**src/rtl/mips_mem_pkg.sv**
```systemverilog
// mips_mem_pkg: shared encodings for the MEM-stage load/store path.
//   DATA_WIDTH      memory word width (fixed at 32 for MIPS)
//   SIZE_*          i_size encodings (2'b10 is illegal)
//   mau_state_e     mem_access_unit FSM states
//   mau_req_t       request fields latched when a request is accepted
package mips_mem_pkg;

  localparam int DATA_WIDTH = 32;

  localparam logic [1:0] SIZE_BYTE = 2'b00;
  localparam logic [1:0] SIZE_HALF = 2'b01;
  localparam logic [1:0] SIZE_WORD = 2'b11;

  typedef enum logic [1:0] {
    ST_IDLE      = 2'd0,
    ST_LOAD_WAIT = 2'd1,
    ST_RMW_MERGE = 2'd2
  } mau_state_e;

  typedef struct packed {
    logic [1:0]            off;
    logic [1:0]            size;
    logic                  uns;
    logic [DATA_WIDTH-1:0] wdata;
  } mau_req_t;

endpackage

```
**src/rtl/mem_lane_align.sv**
```systemverilog
// mem_lane_align: combinational little-endian lane handling.
//   i_offset    byte offset addr[1:0]
//   i_size      access size (SIZE_BYTE / SIZE_HALF / SIZE_WORD)
//   i_unsigned  zero-extend load result when 1, sign-extend when 0
//   i_word      word read from memory
//   i_wdata     right-aligned store data
//   o_load      extracted and extended load result
//   o_merged    i_word with the addressed lane replaced by store data
module mem_lane_align
  import mips_mem_pkg::*;
(
  input  logic [1:0]            i_offset,
  input  logic [1:0]            i_size,
  input  logic                  i_unsigned,
  input  logic [DATA_WIDTH-1:0] i_word,
  input  logic [DATA_WIDTH-1:0] i_wdata,
  output logic [DATA_WIDTH-1:0] o_load,
  output logic [DATA_WIDTH-1:0] o_merged
);

  logic [7:0]  w_byte;
  logic [15:0] w_half;

  // byte k at [8k+7:8k]; half h (= offset[1]) at [16h+15:16h]
  assign w_byte = i_word[{i_offset, 3'b000} +: 8];
  assign w_half = i_word[{i_offset[1], 4'b0000} +: 16];

  always_comb begin
    o_load = i_word;
    case (i_size)
      SIZE_BYTE: o_load = {{(DATA_WIDTH-8){~i_unsigned & w_byte[7]}}, w_byte};
      SIZE_HALF: o_load = {{(DATA_WIDTH-16){~i_unsigned & w_half[15]}}, w_half};
      default:   o_load = i_word;
    endcase
  end

  always_comb begin
    o_merged = i_wdata;
    case (i_size)
      SIZE_BYTE: begin
        o_merged = i_word;
        o_merged[{i_offset, 3'b000} +: 8] = i_wdata[7:0];
      end
      SIZE_HALF: begin
        o_merged = i_word;
        o_merged[{i_offset[1], 4'b0000} +: 16] = i_wdata[15:0];
      end
      default: o_merged = i_wdata;
    endcase
  end

endmodule

```
**src/rtl/mem_access_unit.sv**
```systemverilog
// mem_access_unit: MEM-stage load/store initiator for the Data_memory port.
// Loads take two cycles (address, then extract); SB/SH are read-modify-write;
// SW writes in the accept cycle without stalling.
//   i_clk, i_reset        clock, async active-high reset
//   i_valid .. i_wdata    request from the MEM stage (sampled in IDLE only)
//   o_mem_addr/wdata/we   word port toward Data_memory
//   i_mem_rdata           memory read data, one cycle after the address
//   o_rdata               registered, extended load result
//   o_done / o_error      one-cycle completion / bad-request pulses
//   o_stall               combinational pipeline hold
module mem_access_unit #(
  parameter int DATA_WIDTH = 32,
  parameter int ADDR_WIDTH = 11
) (
  input  logic                  i_clk,
  input  logic                  i_reset,
  input  logic                  i_valid,
  input  logic                  i_mem_read,
  input  logic                  i_mem_write,
  input  logic [1:0]            i_size,
  input  logic                  i_unsigned,
  input  logic [31:0]           i_addr,
  input  logic [31:0]           i_wdata,
  output logic [ADDR_WIDTH-1:0] o_mem_addr,
  output logic [DATA_WIDTH-1:0] o_mem_wdata,
  output logic                  o_mem_we,
  input  logic [DATA_WIDTH-1:0] i_mem_rdata,
  output logic [31:0]           o_rdata,
  output logic                  o_done,
  output logic                  o_error,
  output logic                  o_stall
);
  import mips_mem_pkg::*;

  mau_state_e            r_state, w_state_nxt;
  mau_req_t              r_req;
  logic [ADDR_WIDTH-1:0] r_addr;
  logic [31:0]           r_rdata;
  logic                  r_done, r_error;

  logic        w_misalign, w_req_err, w_idle, w_acc;
  logic        w_acc_ld, w_acc_sw, w_acc_rmw, w_we;
  logic [31:0] w_load, w_merged;
  logic        w_unused;

  // address bits above the memory size are dropped, so accesses wrap
  assign w_unused = &{1'b0, i_addr[31:ADDR_WIDTH+2]};

  always_comb begin
    w_misalign = 1'b0;
    case (i_size)
      SIZE_BYTE: w_misalign = 1'b0;
      SIZE_HALF: w_misalign = i_addr[0];
      SIZE_WORD: w_misalign = |i_addr[1:0];
      default:   w_misalign = 1'b1;
    endcase
  end

  // a request with neither read nor write is a NOP and never errors
  assign w_req_err = (i_mem_read | i_mem_write) & (w_misalign | (i_mem_read & i_mem_write));
  assign w_idle    = (r_state == ST_IDLE);
  assign w_acc     = w_idle & i_valid & ~w_req_err;
  assign w_acc_ld  = w_acc & i_mem_read;
  assign w_acc_sw  = w_acc & i_mem_write & (i_size == SIZE_WORD);
  assign w_acc_rmw = w_acc & i_mem_write & (i_size != SIZE_WORD);

  mem_lane_align u_align (
    .i_offset   (r_req.off),
    .i_size     (r_req.size),
    .i_unsigned (r_req.uns),
    .i_word     (i_mem_rdata),
    .i_wdata    (r_req.wdata),
    .o_load     (w_load),
    .o_merged   (w_merged)
  );

  always_comb begin
    w_state_nxt = r_state;
    o_mem_addr  = i_addr[ADDR_WIDTH+1:2];
    o_mem_wdata = i_wdata;
    w_we        = 1'b0;
    o_stall     = 1'b0;
    case (r_state)
      ST_IDLE: begin
        w_we    = w_acc_sw;
        o_stall = w_acc_ld | w_acc_rmw;
        if (w_acc_ld)       w_state_nxt = ST_LOAD_WAIT;
        else if (w_acc_rmw) w_state_nxt = ST_RMW_MERGE;
      end
      ST_LOAD_WAIT: begin
        o_mem_addr  = r_addr;
        o_mem_wdata = r_req.wdata;
        o_stall     = 1'b1;
        w_state_nxt = ST_IDLE;
      end
      ST_RMW_MERGE: begin
        o_mem_addr  = r_addr;
        o_mem_wdata = w_merged;
        w_we        = 1'b1;
        o_stall     = 1'b1;
        w_state_nxt = ST_IDLE;
      end
      default: w_state_nxt = ST_IDLE;
    endcase
  end

  // reset must block the write even in the cycle it is raised
  assign o_mem_we = w_we & ~i_reset;

  always_ff @(posedge i_clk or posedge i_reset) begin
    if (i_reset) begin
      r_state <= ST_IDLE;
      r_req   <= '0;
      r_addr  <= '0;
      r_rdata <= '0;
      r_done  <= 1'b0;
      r_error <= 1'b0;
    end else begin
      r_state <= w_state_nxt;
      // both non-idle states finish their access this cycle
      r_done  <= w_acc_sw | ~w_idle;
      r_error <= w_idle & i_valid & w_req_err;
      if (w_acc) begin
        r_addr <= i_addr[ADDR_WIDTH+1:2];
        r_req  <= '{off: i_addr[1:0], size: i_size, uns: i_unsigned, wdata: i_wdata};
      end
      if (r_state == ST_LOAD_WAIT) r_rdata <= w_load;
    end
  end

  assign o_rdata = r_rdata;
  assign o_done  = r_done;
  assign o_error = r_error;

endmodule

```
**config.mk**
```make
export PLATFORM = sky130hd
export DESIGN_NAME = mem_access_unit
export DESIGN_NICKNAME = d
export VERILOG_FILES = /design/src/rtl/mips_mem_pkg.sv /design/src/rtl/mem_lane_align.sv /design/src/rtl/mem_access_unit.sv
export SDC_FILE = /design/constraint.sdc
export NUM_CORES = 1
export LEC_CHECK = 0
export ABC_CLOCK_PERIOD_IN_PS = 6600
export BUFFER_PORTS_ARGS = -buffer_cell sky130_fd_sc_hd__buf_4
export CAP_MARGIN = 25
export CELL_PAD_IN_SITES_DETAIL_PLACEMENT = 0
export CELL_PAD_IN_SITES_GLOBAL_PLACEMENT = 1
export CORE_ASPECT_RATIO = 2
export CORE_UTILIZATION = 41
export CTS_CLUSTER_DIAMETER = 120
export DETAILED_ROUTE_END_ITERATION = 8
export PLACE_DENSITY = 0.87
export SLEW_MARGIN = 20
export SYNTH_ARGS = -nofsm -noshare
export SYNTH_HDL_FRONTEND = slang
export SYNTH_SLANG_ARGS = --single-unit
```
**constraint.sdc**
```tcl
create_clock -name i_clk -period 6.6 [get_ports i_clk]
set_clock_uncertainty 0.2 [all_clocks]
set_input_delay 1.32 -clock i_clk [delete_from_list [all_inputs] [get_ports i_clk]]
set_output_delay 1.32 -clock i_clk [all_outputs]
set_load 0.02 [all_outputs]
```
; ---- Yosys cells after proc, flatten, opt, wreduce, memory -nomap -nowiden
; Cells that the tools add are included.
[word_totals]
word_cells = 61
n_memories = 0
romBits = 0
input_bits = 104
ram_bits = 0
out_inout_bits = 79
latchBits = 0
ff_bits = 84
[op_classes]
muxes = 12
bitwise = 20
n_lt_le_gt_ge = 0
n_addsub = 2
n_reduce_logical = 5
mul = 0
n_div = 0
shifts = 6
eq_ne = 7
[op_table]
columns = op, count
row1 = 32-bit one-hot mux with 2 select lines, 3
row2 = 32-bit bitwise mux, 2
row3 = "16-bit by 7-bit variable shift with 32-bit output, first input constant", 1
row4 = "8-bit by 7-bit variable shift with 32-bit output, first input constant", 1
row5 = 16-bit by 7-bit variable part select with 32-bit output, 1
row6 = 32-bit by 6-bit variable part select with 16-bit output, 1
row7 = 32-bit by 6-bit variable part select with 8-bit output, 1
row8 = 8-bit by 7-bit variable part select with 32-bit output, 1
row9 = 5-bit negation with 7-bit output, 2
row10 = 1-bit bitwise AND, 12
row11 = 11-bit 2-to-1 mux, 1
row12 = "2-bit by 1-bit == test with 1-bit output, second input constant", 3
row13 = 2-bit logical NOT, 3
row14 = 2-bit 2-to-1 mux, 3
row15 = "2-bit == test, second input constant", 2
row16 = 1-bit NOT, 4
row17 = 1-bit bitwise OR, 4
row18 = 1-bit one-hot mux with 2 select lines, 2
row19 = 2-bit OR reduction, 2
row20 = "3-bit by 1-bit inequality test with 1-bit output, second input constant", 1
row21 = 1-bit one-hot mux with 3 select lines, 1
row22 = "2-bit inequality test, second input constant", 1

; ---- Longest topological paths before layout
; Gate-level depths: netlist of run 1.
[logic_depth]
ltp_word = 11
ltp_mapped = 9
mapped_depth_nobuf = 6

; ---- Hierarchy
; A second synthesis of run 1 with hierarchy kept.
[hier_totals]
hier_cells = 597
hier_area_um2 = 5773.0
[modules_own_cells]
columns = module, cells_per_inst, seq_area_each_um2, n_inst, area_each_um2
row1 = mem_access_unit, 330, 2102.0, 1, 4075.2
row2 = mem_lane_align, 267, 0.0, 1, 1697.9

; ---- Worst setup path before layout of run 1
; No wires, ideal clock.
[synth_timing]
path_kind = reg2out
startpoint = register r_req[36] in the netlist's numbering
endpoint = output port o_mem_wdata[7]
stages_incl_launch_ff = 8
arrival_ns = 2.539
setup_slack_ns = 2.541
t_required_ns = 5.080
path_buffers = 1
path_cell_list = dfrtp_1 > clkbuf_1 > inv_1 > ha_1 > clkinv_1 > nor4b_2 > a221oi_1 > o41ai_1
[synth_via]
elab_chain_len = 5
elab_cells_between_ends = 10
cone_classes = add/sub: 2 / shift: 4 / mux: 4
[synth_lines]
columns = element, line_no
row1 = start: declaration, mem_access_unit.sv:36  ; mau_req_t r_req;
row2 = start signal: assignment, mem_access_unit.sv:125  ; r_req <= '{off: i_addr[1:0], size: i_size, uns: i_unsigned, wdata: i_wdata};
row3 = 5-bit negation with 7-bit output (on tied branches), "mem_lane_align.sv:46, mem_lane_align.sv:42"
row4 = 16-bit by 7-bit variable part select with 32-bit output (tied with other cells), mem_lane_align.sv:46  ; o_merged[{i_offset[1], 4'b0000} +: 16] = i_wdata[15:0];
row5 = 32-bit bitwise mux (on tied branches), "mem_lane_align.sv:46, mem_lane_align.sv:42"
row6 = 32-bit one-hot mux with 2 select lines (*), mem_lane_align.sv:39  ; case (i_size)
row7 = 32-bit one-hot mux with 2 select lines (*), mem_access_unit.sv:83  ; case (r_state)
row8 = end: declaration, mem_access_unit.sv:25  ; output logic [DATA_WIDTH-1:0] o_mem_wdata,
; Mark *: on every way between the ends. The rest lies on a longest branch, timed or not.

; ---- Worst setup path in the final report of run 1
[layout_timing]
startpoint = register r_req[36] in the netlist's numbering
endpoint = output port o_mem_wdata[3]
; Same word-level chain as after synthesis.

==> results.json, run 1 <==
{
  "status": "complete, no violations",
  "cts_tree": "built",
  "ff2ff_setup_slack_ns": 3.71,
  "synth_top_area_cell": "dfrtp_1",
  "ant_nets": 0,
  "rsz0062_at_grt": "no",
  "yosys-top-cells-count": "dfrtp_1, nand2_1, a21oi_1, mux2_2",
  "crit_chain": "buf_12 -> inv_1 -> ha_1 -> clkinv_1 -> nor4b_2 -> a221oi_1 -> o21ai_0 -> buf_4",
  "maxSlewViolCount": 0,
  "dr.pass1.iters": 6,
  "fillers": 1273,
  "cts-root-buf": "clkbuf_16",
  "clk_path_buf_depth": 2,
  "cpMaxStageDelayCell": "nor4b_2",
  "core_um2": 13810,
  "crit_start": "r_req[36]",
  "r2r_start": "r_state[1]",
  "die_w_um": 85.90,
  "required_ns": 5.08,
  "hold_violations": 0,
  "route.detailed.drc": 0,
  "synthCells": 638,
  "criticalPathCategory": "flop to output port",
  "relSlewSlack": 0.4273,
  "r2r_end": "o_rdata[14]",
  "drv_cap": 0,
  "p_leak_nw": 3.399,
  "via_per_inst": 5.977,
  "syn2layout_area_growth_pct": 27.90,
  "cp-endpoint": "o_mem_wdata[3]",
  "ys_types": 53,
  "setup_tns_ns": 0,
  "vias": 5720,
  "antenna_found_initial": 0,
  "fin_cells": 957,
  "syn_area_per_cell_um2": 9.047,
  "worstSetupEndpointType": "output port",
  "arrival_ns": 3.54,
  "wl_um": 20180,
  "synthMostInstantiatedCell": "dfrtp_1",
  "startpoint_type": "flop",
  "cp_top_family": "buffers and inverters",
  "synth_warnings": 0,
  "netlist_area_um2": 5772,
  "grt-ovfl-total": 0,
  "nNetsFinal": 876,
  "grt_usage": 0.2810,
  "seq_area_um2": 2103,
  "post_cts_buffers": 0,
  "tightest_slew_ns": 0.8567,
  "first_global_vias": 5680,
  "dpl_cell_area_um2": 7079,
  "hpwl_um": 15030,
  "start_util": 0.4178,
  "rows": 61,
  "drtIter0Drc": 591,
  "cts_hold_buf": 0,
  "yosys.area.top_type_share": 0.3642,
  "numCtsBuffers": 9,
  "final.period_utilization": 0.7662,
  "crit_fanout": 47,
  "portBuffers": 163,
  "final_area_um2": 7382,
  "place_congestion": 0.9801,
  "seq_area_frac_synth": 0.3642,
  "grt_pass1_wl_um": 30960,
  "min_from": "o_rdata[19]",
  "synth_edf_count": 0,
  "grt_max_degree": 78,
  "wl_per_cell_um": 21.09,
  "ys_async_sr_fraction": 1.000,
  "post_cts_resized": 0,
  "synth-seq-cells": 84,
  "path_buf_inv": 4,
  "synth_flop_cell": "dfrtp_1",
  "post-place-cells": 940,
  "die_y_um": 169.8,
  "ioPinCount": 183,
  "cts_max_level": 3,
  "cp.depth": 8,
  "clkLatencyLatePin_ns": 0.35,
  "hp-class": "flop to flop",
  "num_antenna_cells": 0,
  "hold_ws_ns": 0.2889,
  "dieArea_um2": 14580,
  "power_density_nw_per_um2": 577.8,
  "reg2regPathDepth": 6,
  "layout-drive-gt1-share": 0.3685,
  "period_needed_ns": 5.057,
  "multi_input_area_um2": 3314,
  "cts.sinks": 84,
  "clkTransAtPathRegs_ns": 0.07,
  "peakVddDrop_mv": 0.4396,
  "synth.net_count": 751,
  "final-setup-viol-count": 0,
  "synth_area_leaders": "dfrtp_1, mux2_2, mux2_4",
  "cpPeakStageDelay_ns": 0.80,
  "max_freq_mhz": 197.7
}
per-stage QoR:
step | util | power, W | setup slack, ns
after floorplan | - | 0.002783 | 2.541
after global placement | 0.5105 | 0.003681 | 1.776
after detailed placement | 0.5125 | 0.003737 | 1.685
after CTS | 0.5329 | 0.004239 | 1.307
after global routing | 0.5344 | 0.004515 | 1.442
final | 0.5344 | 0.004265 | 1.543
layout by cell type (no fill, tap or decap), types with 12 or more instances in the layout:
cell type	n
buf_4	170
mux2_4	20
dfrtp_1	83
inv_1	30
o21ai_0	41
a211oi_1	12
a221oi_1	13
a21oi_1	58
a221o_1	12
and3_1	17
nor2_1	33
mux2_2	47
o22ai_1	18
nand2_1	67
worst min-delay path by stage:
stage	slack, ns	depth (start not counted)	end
final	0.29	2	o_rdata[19]
after global routing	0.31	2	o_rdata[28]
after CTS	0.29	2	o_rdata[19]
after detailed placement	0.28	2	o_rdata[19]
after global placement	0.27	2	o_rdata[20]
after floorplan	0.27	1	r_addr[10]
power by group:
part,internal (W),total [W],switching (W)
combinational,0.00115,0.00272,0.00157
clock,0.000260,0.000490,0.000230
sequential,0.000766,0.00105,0.000285
total,0.00218,0.00427,0.00209
cells by family after synthesis:
group / synth area share
AOI/OAI and AO/OA: 0.2469
muxes: 0.1611
and+or+nand+nor: 0.1439
adders and majority gates: 0.01951
DFF: 0.3642
buffers and inverters: 0.06438
per-layer routing:
| layer | wire length [um] | global-route usage | share of wire |
|---|---|---|---|
| met4 | 1727 | 0.2261 | 0.086 |
| met5 | 0 | 0 | 0 |
| met3 | 1065 | 0.04232 | 0.053 |
| met1 | 6895 | 0.2926 | 0.34 |
| met2 | 10490 | 0.4903 | 0.52 |
registers in the layout (all words and copies together) (netlist names):
name     count
o_done       1
o_error      1
o_rdata     32
r_addr      11
r_req       37
r_state      2
worst min-delay path: stages (launching register included):
cell	delay, ns
dfrtp_1	0.34
a21oi_1	0.07
nand2_1	0.05
layout make-up:
class / count / share of cell area
repair buffers: 172 / 0.1793
clock buffers: 9 / 0.03051
well taps: 189 / 0.03203
clock inverters: 7 / 0.007797
inverters: 32 / 0.01644
multi-input cells: 464 / 0.4490
flip-flops and latches: 84 / 0.2849
(Power assumes the default switching activity.)
==> run 2: changes to the inputs <==
--- a/config.mk
+++ b/config.mk
@@ -5,16 +5,16 @@
 export SDC_FILE = /design/constraint.sdc
 export NUM_CORES = 1
 export LEC_CHECK = 0
-export ABC_CLOCK_PERIOD_IN_PS = 6600
+export ABC_CLOCK_PERIOD_IN_PS = 4420
 export BUFFER_PORTS_ARGS = -buffer_cell sky130_fd_sc_hd__buf_4
 export CAP_MARGIN = 25
 export CELL_PAD_IN_SITES_DETAIL_PLACEMENT = 0
 export CELL_PAD_IN_SITES_GLOBAL_PLACEMENT = 1
 export CORE_ASPECT_RATIO = 2
-export CORE_UTILIZATION = 41
+export CORE_UTILIZATION = 35
 export CTS_CLUSTER_DIAMETER = 120
 export DETAILED_ROUTE_END_ITERATION = 8
-export PLACE_DENSITY = 0.87
+export PLACE_DENSITY = 0.79
 export SLEW_MARGIN = 20
 export SYNTH_ARGS = -nofsm -noshare
 export SYNTH_HDL_FRONTEND = slang
==> constraint.sdc (replaced) <==
create_clock -name i_clk -period 4.42 [get_ports i_clk]
set_clock_uncertainty 0.2 [all_clocks]
set_input_delay 0.884 -clock i_clk [delete_from_list [all_inputs] [get_ports i_clk]]
set_output_delay 0.884 -clock i_clk [all_outputs]
set_load 0.02 [all_outputs]
==> results.json, run 2 (synthesis gave the netlist of run 1 again) <==
{
  "status": "complete, no violations",
  "pre_cts_ws_ns": 0.7530,
  "die_y_um": 183.6,
  "multi_input_area_um2": 3314,
  "relSlewSlack": 0.4675,
  "antenna_found_initial": 0,
  "rows": 66,
  "grt_max_degree": 78,
  "setup_tns_ns": 0,
  "drv_cap": 0,
  "syn2layout_area_growth_pct": 29.44,
  "ant_nets": 0,
  "hpwl_um": 16000,
  "fin_util": 0.4616,
  "via_per_inst": 5.926,
  "route.detailed.drc": 0,
  "dieArea_um2": 17040,
  "hold_violations": 0,
  "clk_path_buf_depth": 2,
  "clkLatencyLatePin_ns": 0.34,
  "layout-drive-gt1-share": 0.3742,
  "portBuffers": 163,
  "max_freq_mhz": 245.9,
  "final_common_cell": "buf_4",
  "post_cts_resized": 0,
  "fillers": 1641,
  "crit_fanout": 10,
  "num_antenna_cells": 0,
  "grt-ovfl-total": 0,
  "vias": 5802,
  "largest_register": "r_req",
  "power_density_nw_per_um2": 862.4,
  "numCtsBuffers": 9,
  "tightest_slew_ns": 0.7978,
  "core_um2": 16190,
  "worstSetupEndpointType": "output port",
  "ioPinCount": 183,
  "cts_max_level": 3,
  "post_cts_buffers": 0,
  "drtIter0Drc": 472,
  "ff2ff_setup_slack_ns": 1.57,
  "die_w_um": 92.81,
  "wl_um": 21090,
  "reg2regPathDepth": 5,
  "cts_tree": "built",
  "cts_hold_buf": 0,
  "hp-class": "input pin to asynchronous set/reset pin",
  "r2r_end": "o_rdata[23]",
  "r2r_start": "r_req[33]",
  "arrival_ns": 2.98,
  "dr.pass1.iters": 5,
  "clkTransAtPathRegs_ns": 0.07,
  "maxSlewViolCount": 0,
  "grt_pass1_wl_um": 31840,
  "cts-root-buf": "clkbuf_16",
  "peakVddDrop_mv": 0.5521,
  "place_congestion": 0.9366,
  "rsz0062_at_grt": "no",
  "final_cell_mix": "buf_4, dfrtp_1, nand2_1",
  "first_global_vias": 5717,
  "cts.sinks": 84,
  "criticalPathCategory": "flop to output port",
  "nNetsFinal": 883,
  "largest_reg_flops": 37,
  "start_util": 0.3566,
  "p_leak_nw": 3.450,
  "startpoint_type": "flop",
  "period_needed_ns": 4.066,
  "required_ns": 3.34,
  "grt_usage": 0.2458,
  "wl_per_cell_um": 21.55,
  "seq_area_um2": 2103,
  "final-setup-viol-count": 0,
  "setup_slack_ns": 0.3537,
  "final.period_utilization": 0.9200
}
-- run 2: changes by cell type in the layout (fill, tap and decap cells not counted) --
cell	change
clkinvlp_4	-2
buf_4	+6
inv_8	+1
inv_6	+2
clkinv_4	-1
buf_12	+1
-- run 2: worst max-delay path by stage --
| stage | cells after the start | startpoint | end |
|---|---|---|---|
| after detailed placement | 7 | r_req[35] | o_mem_wdata[30] |
| after global placement | 7 | r_req[35] | o_mem_wdata[27] |
| after CTS | 7 | r_req[35] | o_mem_wdata[30] |
| after floorplan | 7 | r_req[36] | o_mem_wdata[7] |
| final | 7 | r_req[35] | o_mem_wdata[15] |
| after global routing | 7 | r_req[35] | o_mem_wdata[13] |
-- run 2: final cells by class --
type | count | share of cell area
clock inverter | 7 | 0.008374
inverter | 32 | 0.01625
tap | 204 | 0.03417
clock buffer | 9 | 0.03015
sequential | 84 | 0.2815
multi-input combinational | 464 | 0.4436
timing repair buffer | 179 | 0.1859
-- run 2: routing by layer --
layer,up-vias,routed length [um],global-route usage
met4,0,1416,0.1643
met2,286,11310,0.4509
li1,2617,-,-
met1,2823,7211,0.2516
met3,76,1154,0.03598
met5,-,0,0
-- run 2: critical path, stage by stage, from the launching register on --
cell and delay (ns):
dfrtp_1 0.54, inv_1 0.15, ha_1 0.34, nor3b_2 0.50, nand2_1 0.20, nor4_4 0.44
a221o_1 0.31, buf_4 0.16
-- run 2: stage by stage --
step	total power, W	instance area (um^2)	hold WS (ns)	cells
2_1_floorplan	0.004155	5772	0.2736	638
3_3_place_gp	0.005591	7136	0.2740	961
3_5_place_dp	0.005661	7136	0.2810	961
4_1_cts	0.006429	7423	0.2971	977
5_1_grt	0.006818	7471	0.2853	979
6_report	0.006443	7471	0.2618	979
-- run 2: power by group --
part	total, W	switching [W]	internal [W]
logic	0.00410	0.00236	0.00174
clock network	0.000750	0.000354	0.000396
registers	0.00159	0.000448	0.00114
